`src/rtl/spi_frame_seq.sv`:
```
// spi_frame_seq: debounced button starts one SPI frame that sends a fixed
// incrementing byte pattern, then collects reply bytes into a led summary.
module spi_frame_seq #(
    parameter int unsigned SEND_LEN       = 12,
    parameter int unsigned RECV_LEN       = 8,
    parameter int unsigned EN_WAIT_CYCLES = 100,
    parameter logic [7:0]  PATTERN_BASE   = 8'hA0
) (
    input  logic        clk,
    input  logic        rst,
    input  logic        btn,
    output logic [7:0]  tx_data,
    output logic        tx_valid,
    input  logic        tx_ready,
    input  logic [7:0]  rx_data,
    input  logic        rx_valid,
    output logic        frame_en,
    output logic        busy,
    output logic        done,
    output logic [15:0] led
);
    localparam int TW = $clog2(SEND_LEN + 1);
    localparam int RW = $clog2(RECV_LEN + 1);
    localparam int DW = $clog2(EN_WAIT_CYCLES + 1);
    localparam logic [TW-1:0] TX_LAST = TW'(SEND_LEN - 1);
    localparam logic [RW-1:0] RX_LAST = RW'(RECV_LEN - 1);
    localparam logic [DW-1:0] DB_LAST = DW'(EN_WAIT_CYCLES - 1);

    typedef enum logic [1:0] {IDLE, SEND, RECV, DONE} state_t;

    state_t        r_state;
    state_t        w_next;
    logic          r_sync1;
    logic          r_sync2;
    logic          r_db;
    logic          r_db_prev;
    logic [DW-1:0] r_db_cnt;
    logic [TW-1:0] r_tx_idx;
    logic [RW-1:0] r_rx_cnt;
    logic [7:0]    r_led_last;
    logic [7:0]    r_led_xor;
    logic          w_trig;
    logic          w_start;
    logic          w_tx_fire;
    logic          w_rx_fire;
    logic [7:0]    w_tx_byte;

    always_ff @(posedge clk or posedge rst) begin
        if (rst) begin
            r_sync1 <= 1'b0;
            r_sync2 <= 1'b0;
        end else begin
            r_sync1 <= btn;
            r_sync2 <= r_sync1;
        end
    end

    // Level flips only after the input has disagreed for the full window.
    always_ff @(posedge clk or posedge rst) begin
        if (rst) begin
            r_db      <= 1'b0;
            r_db_prev <= 1'b0;
            r_db_cnt  <= '0;
        end else begin
            r_db_prev <= r_db;
            if (r_sync2 == r_db) begin
                r_db_cnt <= '0;
            end else if (r_db_cnt == DB_LAST) begin
                r_db     <= ~r_db;
                r_db_cnt <= '0;
            end else begin
                r_db_cnt <= r_db_cnt + DW'(1);
            end
        end
    end

    assign w_trig    = r_db & ~r_db_prev;
    assign w_tx_byte = PATTERN_BASE + 8'(r_tx_idx);
    assign led       = {r_led_last, r_led_xor};

    always_ff @(posedge clk or posedge rst) begin
        if (rst) begin
            r_state <= IDLE;
        end else begin
            r_state <= w_next;
        end
    end

    always_comb begin
        w_next    = r_state;
        w_start   = 1'b0;
        w_tx_fire = 1'b0;
        w_rx_fire = 1'b0;
        tx_valid  = 1'b0;
        tx_data   = 8'h00;
        frame_en  = 1'b0;
        busy      = 1'b1;
        done      = 1'b0;
        unique case (r_state)
            IDLE: begin
                busy = 1'b0;
                if (w_trig) begin
                    w_next  = SEND;
                    w_start = 1'b1;
                end
            end
            SEND: begin
                tx_valid  = 1'b1;
                tx_data   = w_tx_byte;
                frame_en  = 1'b1;
                w_tx_fire = tx_ready;
                if (tx_ready && r_tx_idx == TX_LAST) begin
                    w_next = RECV;
                end
            end
            RECV: begin
                frame_en  = 1'b1;
                w_rx_fire = rx_valid;
                if (rx_valid && r_rx_cnt == RX_LAST) begin
                    w_next = DONE;
                end
            end
            DONE: begin
                done   = 1'b1;
                w_next = IDLE;
            end
            default: begin
                w_next = IDLE;
            end
        endcase
    end

    // The last-byte half of led survives into the next frame.
    always_ff @(posedge clk or posedge rst) begin
        if (rst) begin
            r_tx_idx   <= '0;
            r_rx_cnt   <= '0;
            r_led_last <= 8'h00;
            r_led_xor  <= 8'h00;
        end else begin
            if (w_start) begin
                r_tx_idx  <= '0;
                r_rx_cnt  <= '0;
                r_led_xor <= 8'h00;
            end
            if (w_tx_fire) begin
                r_tx_idx <= r_tx_idx + TW'(1);
            end
            if (w_rx_fire) begin
                r_rx_cnt   <= r_rx_cnt + RW'(1);
                r_led_last <= rx_data;
                r_led_xor  <= r_led_xor ^ rx_data;
            end
        end
    end

endmodule

```
`config.mk`:
```
export PLATFORM = sky130hd
export DESIGN_NAME = spi_frame_seq
export DESIGN_NICKNAME = d
export VERILOG_FILES = /design/src/rtl/spi_frame_seq.sv
export SDC_FILE = /design/constraint.sdc
export NUM_CORES = 1
export LEC_CHECK = 0
export BUFFER_PORTS_ARGS = -buffer_cell sky130_fd_sc_hd__buf_2
export CAP_MARGIN = 20
export CORE_MARGIN = 2
export CORE_UTILIZATION = 45
export CTS_BUF_LIST = sky130_fd_sc_hd__clkbuf_4 sky130_fd_sc_hd__clkbuf_8 sky130_fd_sc_hd__clkbuf_16
export DETAILED_ROUTE_END_ITERATION = 7
export PLACE_DENSITY = 0.69
export SLEW_MARGIN = 10
export SYNTH_ARGS = -nofsm -noshare
export SYNTH_HDL_FRONTEND = slang
export SYNTH_SLANG_ARGS = --single-unit
```
`constraint.sdc`:
```
create_clock -name clk -period 4.2 [get_ports clk]
set_input_delay 0.21 -clock clk [delete_from_list [all_inputs] [get_ports clk]]
set_output_delay 0.21 -clock clk [all_outputs]
set_load 0.05 [all_outputs]
```
## After elaboration in Yosys (flattened, before gate mapping)

Index checks and enable logic that the tools add are counted.

| storage, ports and cells | value |
|---|---|
| flip-flop bits (word level) | 37 |
| input port bits | 13 |
| output and inout port bits | 28 |
| word-level logic and storage cells | 57 |

| cells by class | value |
|---|---|
| $add $sub $neg | 4 |
| eq/ne operators | 10 |
| mux-type cells | 20 |
| bitwise operators | 5 |
| reduce and logical (&&, ||, !) cells | 8 |

Operators by type and width:

| cell | count |
|---|---|
| 8-bit two-way mux | 3 |
| 7-bit two-way mux | 2 |
| 4-bit two-way mux | 3 |
| 4-bit by 1-bit adder with 4-bit output, second input constant | 2 |
| 8-bit by 4-bit adder with 8-bit output, first input constant | 1 |
| 1-bit two-way mux | 8 |
| 2-bit one-hot mux with 4 select lines | 1 |
| 8-bit XOR | 1 |
| 7-bit by 1-bit adder with 7-bit output, second input constant | 1 |
| 7-bit == test, second input constant | 1 |
| 2-bit two-way mux | 3 |
| 2-bit != test, second input constant | 3 |
| 2-bit == test, second input constant | 2 |
| 4-bit by 3-bit == test with 1-bit output, second input constant | 1 |
| 4-bit == test, second input constant | 1 |
| 2-bit nonzero test | 2 |
| 1-bit inverter | 3 |
| 3-bit AND reduction | 1 |
| 2-bit by 1-bit == test with 1-bit output, second input constant | 1 |
| 1-bit logical AND | 2 |
| 2-bit logical NOT | 1 |
| 2-bit AND reduction | 1 |
| 2-bit OR reduction | 1 |
| 1-bit AND | 1 |
| 1-bit == test | 1 |

## Longest topological paths before layout

Gate-level depths: netlist of run 1.

| logic depth | value |
|---|---|
| word-level depth | 6 |
| mapped depth | 7 |
| mapped depth without buffers | 5 |

## Worst setup path after synthesis of run 1

OpenSTA, ideal clock, no wires.

| timing path | value |
|---|---|
| path type | register to register |
| start | register r_state[0] |
| end | register r_state[1] |
| setup time | 0.128 ns |
| arrival | 1.659 ns |
| data required time | 4.072 ns |
| path slack | 2.414 ns |
| stages on the path, launching flop included | 4 |
| path buffers | 0 |
| period minus slack after synthesis | 1.786 ns |
| cell sequence | dfrtp_1 ha_1 a222oi_1 mux2_1 |

| between the ends | value |
|---|---|
| cells in the longest elaborated chain, start to end | 3 |
| elaborated cells on any way between the ends | 9 |
| classes of those cells | eq/ne (6); mux (1); reduce/logical (2) |

Ends and longest elaborated chain:

| element | line | source |
|---|---|---|
| start, declared | 31 | `state_t r_state;` |
| start signal, assigned | 85 | `r_state <= w_next;` |
| 2-bit == test, or another cell as far along | 99 | `unique case (r_state)` |
| 2-bit != test (no source line) | n/a |  |
| 3-bit AND reduction (no source line) | n/a |  |

Parallel ways exist; a longest one is shown, timed or not.
A chain may end at the register's enable or synchronous reset.

## Worst setup path after layout of run 1

| timing path | value |
|---|---|
| start | register r_state[0] |
| end | register r_led_xor[0] |

| between the ends | value |
|---|---|
| cells in the longest elaborated chain, start to end | 3 |
| elaborated cells on any way between the ends | 6 |
| classes of those cells | eq/ne (1); mux (3); reduce/logical (2) |

Ends and longest elaborated chain:

| element | line | source |
|---|---|---|
| 2-bit == test / 2-bit logical NOT (equally long branches) | 99 |  |
| 1-bit two-way mux | 99 |  |
| 8-bit two-way mux / 2-bit nonzero test (equally long branches) | n/a |  |
| end signal, assigned | 152 | `r_led_xor <= r_led_xor ^ rx_data;` |
| end, declared | 41 | `logic [7:0] r_led_xor;` |

Parallel ways exist; a longest one is shown, timed or not.

==> flow_summary_export.csv, run 1 <==
group,metric,value,unit
timing,tightest_slew,0.7248,ns
placed_design,gp_congestion,0.7218,
critical_path,startpoint_type,"register",
clocking,cts_buffers,5,
cells_and_area,instances_no_fill,252,
placed_design,port-buffer-count,38,
timing,fin_setup_tns,0,ns
timing,slew_violations,0,
timing,maxSlewHeadroom,0.5156,
clocking,postCtsSetupBuffers,0,
logic_synthesis,avgSynthCellArea,10.76,um^2
logic_synthesis,synth_top_area_share,0.5245,
route,routed_wl,3416,um
critical_path,path_max_fanout,21,
logic_synthesis,synthTopCellsByCount,"dfrtp_1, nand2_1, mux2i_1, nand3_1, mux2_2",
logic_synthesis,synth_edf_count,0,
route,via_count,1305,
power,p_int,0.0008471,W
cells_and_area,areaGrowthSynthToFinish,17.58,%
logic_synthesis,synth_area_leaders,"dfrtp_1, nand2_1, mux2_2",
power,switching_share,0.5014,
cells_and_area,diodes,0,
floorplanning,die_w,66.64,um
logic_synthesis,yosys.area.top_type,"dfrtp_1",
global_routing,grt_usage,0.1770,
clocking,cts_hold_buffers,0,
global_routing,gr-total-overflow,0,
critical_path,startpoint,"r_state[0]",
timing,setup_violations,0,
route,drt_first_iter_violations,88,
placed_design,dp_hpwl,2437,um
floorplanning,core_area,3716,um^2
clocking,cts_resized,0,
cells_and_area,drive_gt1_frac,0.2794,
timing,hold_viol,0,
timing,max_freq,522.3,MHz
clocking,ctsLongestPathBuffers,2,
power,p_comb_frac,0.510,
timing,rsz0062_at_grt,"no",
logic_synthesis,yosysMostFrequentCell,"dfrtp_1",
critical_path,cp-end-kind,"register",
cells_and_area,fillers,327,
route,drc,0,
logic_synthesis,ys_ff_latch,37,
clocking,cts-root-buf,"clkbuf_8",
clocking,cts-htree-levels,2,
logic_synthesis,synth_cell_type_count,33,
route,route.met2.wl,1751,um
route,first_pass_iters,4,
critical_path,cp_data_required_time,4.41,ns
logic_synthesis,synth-main-ff-cell,"dfrtp_1",
logic_synthesis,netlist_area,1765,um^2
route,top_layer,"met4",
power,p_seq_frac,0.339,
global_routing,antenna_found_initial,0,
clocking,clock-sinks,37,
power,power_switching,0.0008517,W
cells_and_area,fin_nets,223,
min_path,hold_class,"in2async",
floorplanning,die_h,66.64,um
route,wl_met3,138,um
status,status,"finished clean",
critical_path,worstSetupPathType,"reg2reg",
power,power_density,818.4,nW/um^2
floorplanning,dieArea,4440,um^2
clocking,path_clk_slew,0.07,ns
floorplanning,row_count,22,
power,ir_worst_vdd,433.9,uV
power,clockPowerShare,0.152,
timing,period_needed,1.915,ns
route,wl_per_cell,13.56,um
clocking,clk_latency,0.29,ns
floorplanning,io-pin-count,41,
timing,skew,0.007337,ns
floorplanning,start_util,0.4751,
logic_synthesis,syn_inst,164,
clocking,cts_tree,"yes",
route,wl_met1,1467,um
power,p_leak,1.072,nW
placed_design,place_inst,244,
job,max_cap_viol_count,0,
logic_synthesis,ys_seq_area_frac,0.5245,
route,viasPerCell,5.179,
logic_synthesis,ys_warn_count,0,
logic_synthesis,async_reset_ff_frac,1.000,
global_routing,grt_pass1_vias,1347,
route,drtAntennaViolNets,0,
global_routing,grt_start_max_net_pins,38,
critical_path,reg2reg_from,"r_state[0]",
critical_path,cp.arrival,2.13,ns
global_routing,grt_pass1_wl,5865,um
timing,timing.final.crit_share,0.4559,
==> layer usage <==
metal / track usage / vias up
li1: - / 627
met1: 0.2083 / 641
met2: 0.3038 / 32
met3: 0.04054 / 5
met4: 0.08418 / 0
met5: 0 / -
==> power groups by stage <==
stage          Clock (W)  Combinational (W)  Sequential (W)
4_1_cts         0.000269           0.000874        0.000574
5_1_grt         0.000281           0.000929        0.000588
3_3_place_gp           0           0.000852        0.000570
6_report        0.000258           0.000866        0.000575
3_5_place_dp           0           0.000872        0.000581
2_1_floorplan          0           0.000448        0.000829
==> sequential cells by signal, summed over array words and instances, names as in the netlist <==
| signal | cells |
|---|---|
| r_state | 2 |
| r_db_cnt | 7 |
| r_led_last | 8 |
| r_led_xor | 8 |
| r_db_prev | 1 |
| r_rx_cnt | 4 |
| r_db | 1 |
| r_sync1 | 1 |
| r_sync2 | 1 |
| r_tx_idx | 4 |
==> path summary, 6_finish.rpt <==
kind / slack [ns] / cells past startpoint / to
min: 0.01 / 3 / r_db_cnt[5]
min in group clk: 0.03 / 1 / r_sync1
max in group asynchronous: 3.87 / 3 / r_tx_idx[1]
min reg2reg: 0.36 / 0 / r_sync2
max: 2.29 / 5 / r_led_xor[0]
max reg2reg: 2.29 / 5 / r_led_xor[0]
==> final cells by class <==
class | instances | area [um^2] | share of cell area
Clock buffer | 6 | 82.58 | 0.03978
Clock inverter | 2 | 13.76 | 0.006631
Inverter | 4 | 15.01 | 0.007233
Multi-Input combinational cell | 116 | 780.7 | 0.3761
Sequential cell | 37 | 925.9 | 0.4461
Tap cell | 48 | 60.06 | 0.02893
Timing Repair Buffer | 39 | 197.7 | 0.09524
==> per-stage QoR <==
stage | instance area, um^2 | hold slack (ns) | worst slack [ns] | util | total power, W
6_report | 2076 | 0.009835 | 2.285 | 0.5586 | 0.001699
5_1_grt | 2076 | 0.008307 | 2.107 | 0.5586 | 0.001798
4_1_cts | 2076 | 0.01106 | 2.281 | 0.5586 | 0.001716
3_5_place_dp | 1979 | 0.3203 | 2.292 | 0.5327 | 0.001453
3_3_place_gp | 1979 | 0.3176 | 2.417 | 0.5327 | 0.001422
2_1_floorplan | 1769 | 0.2414 | 2.414 | - | 0.001277
==> critical path, stage by stage, from the launching register on <==
cell,delay [ns]
dfrtp_1,0.41
inv_1,0.08
ha_1,0.24
nand2_1,0.55
mux2_2,0.41
mux2i_1,0.14
==> logic make-up after synthesis <==
kind of cell | count (synthesis) | synth area share
DFF | 37 | 0.5245
and+or+nand+nor | 68 | 0.1843
xor gates and xnor gates | 5 | 0.02481
AOI/OAI and AO/OA | 12 | 0.04678
adders and majority gates | 7 | 0.04961
other | 1 | 0.002124
muxes | 22 | 0.1325
buffers and inverters | 12 | 0.03544
==> layout by cell type, fill, tap and decap left out, types with 2 or more instances in the layout <==
| cell | instances |
|---|---|
| nand3_1 | 11 |
| mux2i_1 | 11 |
| ha_1 | 7 |
| xor2_1 | 3 |
| o21ai_0 | 4 |
| nand4b_1 | 2 |
| nand2b_1 | 3 |
| a21oi_1 | 2 |
| buf_2 | 38 |
| dfrtp_1 | 37 |
| conb_1 | 2 |
| inv_1 | 4 |
| clkbuf_8 | 6 |
| mux2_2 | 10 |
| xnor2_1 | 2 |
| nor2_1 | 8 |
| and2_1 | 5 |
| nand2_1 | 32 |
Power figures use the tool's default switching activity.
==> run 2, diff against run 1 <==
==> constraint.sdc (replaced) <==
create_clock -name clk -period 1.8 [get_ports clk]
set_input_delay 0.09 -clock clk [delete_from_list [all_inputs] [get_ports clk]]
set_output_delay 0.09 -clock clk [all_outputs]
set_load 0.05 [all_outputs]
==> flow_summary_export.csv, run 2 (same netlist as run 1, synthesis figures left out) <==
group,metric,value,unit
cells_and_area,design_area,2121,um^2
global_routing,grt_start_max_net_pins,38,
timing,slew_violations,0,
clocking,cts-htree-levels,2,
critical_path,path_max_fanout,5,
cells_and_area,areaGrowthSynthToFinish,20.13,%
global_routing,grt_pass1_vias,1333,
floorplanning,start_util,0.4751,
clocking,clk_latency,0.28,ns
floorplanning,dieArea,4440,um^2
cells_and_area,fin_nets,228,
route,first_pass_iters,4,
clocking,cts_tree,"yes",
cells_and_area,diodes,0,
cells_and_area,final_common_cell,"buf_2",
clocking,postCtsSetupBuffers,0,
cells_and_area,most-common-layout-cells,"buf_2, dfrtp_1, nand2_1",
clocking,path_clk_slew,0.07,ns
clocking,cts_buffers,5,
critical_path,startpoint_type,"register",
min_path,hold_class,"in2reg",
floorplanning,io-pin-count,41,
min_path,whs_path_depth,3,
clocking,clock-sinks,37,
timing,period_needed,1.695,ns
global_routing,antenna_found_initial,0,
critical_path,worstRegToRegCells,4,
route,drc,0,
floorplanning,row_count,22,
timing,hold_viol,0,
route,via_count,1319,
critical_path,cpPeakStageDelay,0.44,ns
global_routing,gr-total-overflow,0,
job,max_cap_viol_count,0,
clocking,ctsLongestPathBuffers,2,
route,wl_per_cell,12.73,um
timing,skew,0.004807,ns
timing,setup_violations,0,
cells_and_area,fillers,341,
timing,hold_ws,0.03125,ns
critical_path,worstSetupPathType,"reg2reg",
power,ir_worst_vdd,1077,uV
critical_path,cp.arrival,1.86,ns
power,power_density,1868,nW/um^2
cells_and_area,drive_gt1_frac,0.2871,
critical_path,crit_slowest_cell,"a222oi_1",
placed_design,place_area,2014,um^2
global_routing,grt_pass1_wl,5740,um
placed_design,gp_congestion,0.7425,
power,totalPowerFinal,0.003961,W
floorplanning,die_w,66.64,um
floorplanning,die_h,66.64,um
timing,rsz0062_at_grt,"no",
cells_and_area,largest_registers,"r_led_last: 8 flops, r_led_xor: 8 flops, r_db_cnt: 7 flops",
timing,timing.final.crit_share,0.9416,
route,drt_first_iter_violations,32,
route,routed_wl,3272,um
route,viasPerCell,5.132,
cells_and_area,final_core_utilization,0.5707,
critical_path,crit_chain,"ha_1 -> nand4b_1 -> a222oi_1 -> mux2_1",
critical_path,cp_data_required_time,1.96,ns
power,p_leak,1.094,nW
global_routing,grt_usage,0.1740,
critical_path,cp-end-kind,"register",
timing,max_freq,590.0,MHz
timing,fin_setup_tns,0,ns
floorplanning,core_area,3716,um^2
placed_design,port-buffer-count,38,
route,drtAntennaViolNets,0,
clocking,cts_resized,0,
status,status,"finished clean",
placed_design,dp_hpwl,2463,um
clocking,cts-root-buf,"clkbuf_8",
-- run 2: report_power, final --
group	internal [W]	leakage, nW	switching, W	total (W)
sequential	0.00112	0.466	0.000210	0.00133
clock	0.000267	0.0439	0.000289	0.000555
combinational	0.000594	0.583	0.00148	0.00208
-- run 2: through the flow --
stage | setup WS (ns) | instances
floorplan | 0.01357 | 165
global placement | 0.1915 | 247
detailed placement | 0.1064 | 247
CTS | 0.09320 | 257
global route | 0.003384 | 257
finish | 0.1050 | 257
-- run 2: per-layer routing --
metal / global-route usage / share of wire / up-vias
li1: - / - / 643
met1: 0.2090 / 0.45 / 640
met2: 0.2975 / 0.49 / 29
met3: 0.04730 / 0.044 / 7
met4: 0.06378 / 0.014 / 0
met5: 0 / 0 / -
-- run 2: path summary, 6_finish.rpt --
path	slack (ns)	endpoint	startpoint
max in group asynchronous	1.02	r_tx_idx[1]	rst
min in group asynchronous	0.46	r_db_cnt[3]	rst
max reg2reg	0.11	r_state[1]	r_tx_idx[0]
max	0.11	r_state[1]	r_tx_idx[0]
min	0.03	r_led_last[4]	rx_data[4]
min reg2reg	0.36	r_sync2	r_sync1
-- run 2: area by class of cell --
| class | count | area (um^2) | share of cell area |
|---|---|---|---|
| flip-flops and latches | 37 | 925.9 | 0.4366 |
| well taps | 48 | 60.06 | 0.02832 |
| multi-input cells | 116 | 780.7 | 0.3681 |
| inverters | 4 | 15.01 | 0.007080 |
| repair buffers | 44 | 252.7 | 0.1192 |
| clock inverters | 3 | 17.52 | 0.008260 |
| clock buffers | 5 | 68.82 | 0.03245 |
-- run 2: what timing repair did --
action	in CTS	in global routing
endpoints found under the hold margin	38	0
setup endpoints to repair	0	1
hold buffers	2	0
-- run 2: worst max-delay path: cells and delay by family, from the launching register on --
kind | cells | cell delay, ns
AO/OA/AOI/OAI | 1 | 0.44
multiplexers | 1 | 0.37
flip-flops | 1 | 0.40
AND/OR/NAND/NOR | 1 | 0.15
adder cells (fa/ha/maj) | 1 | 0.22
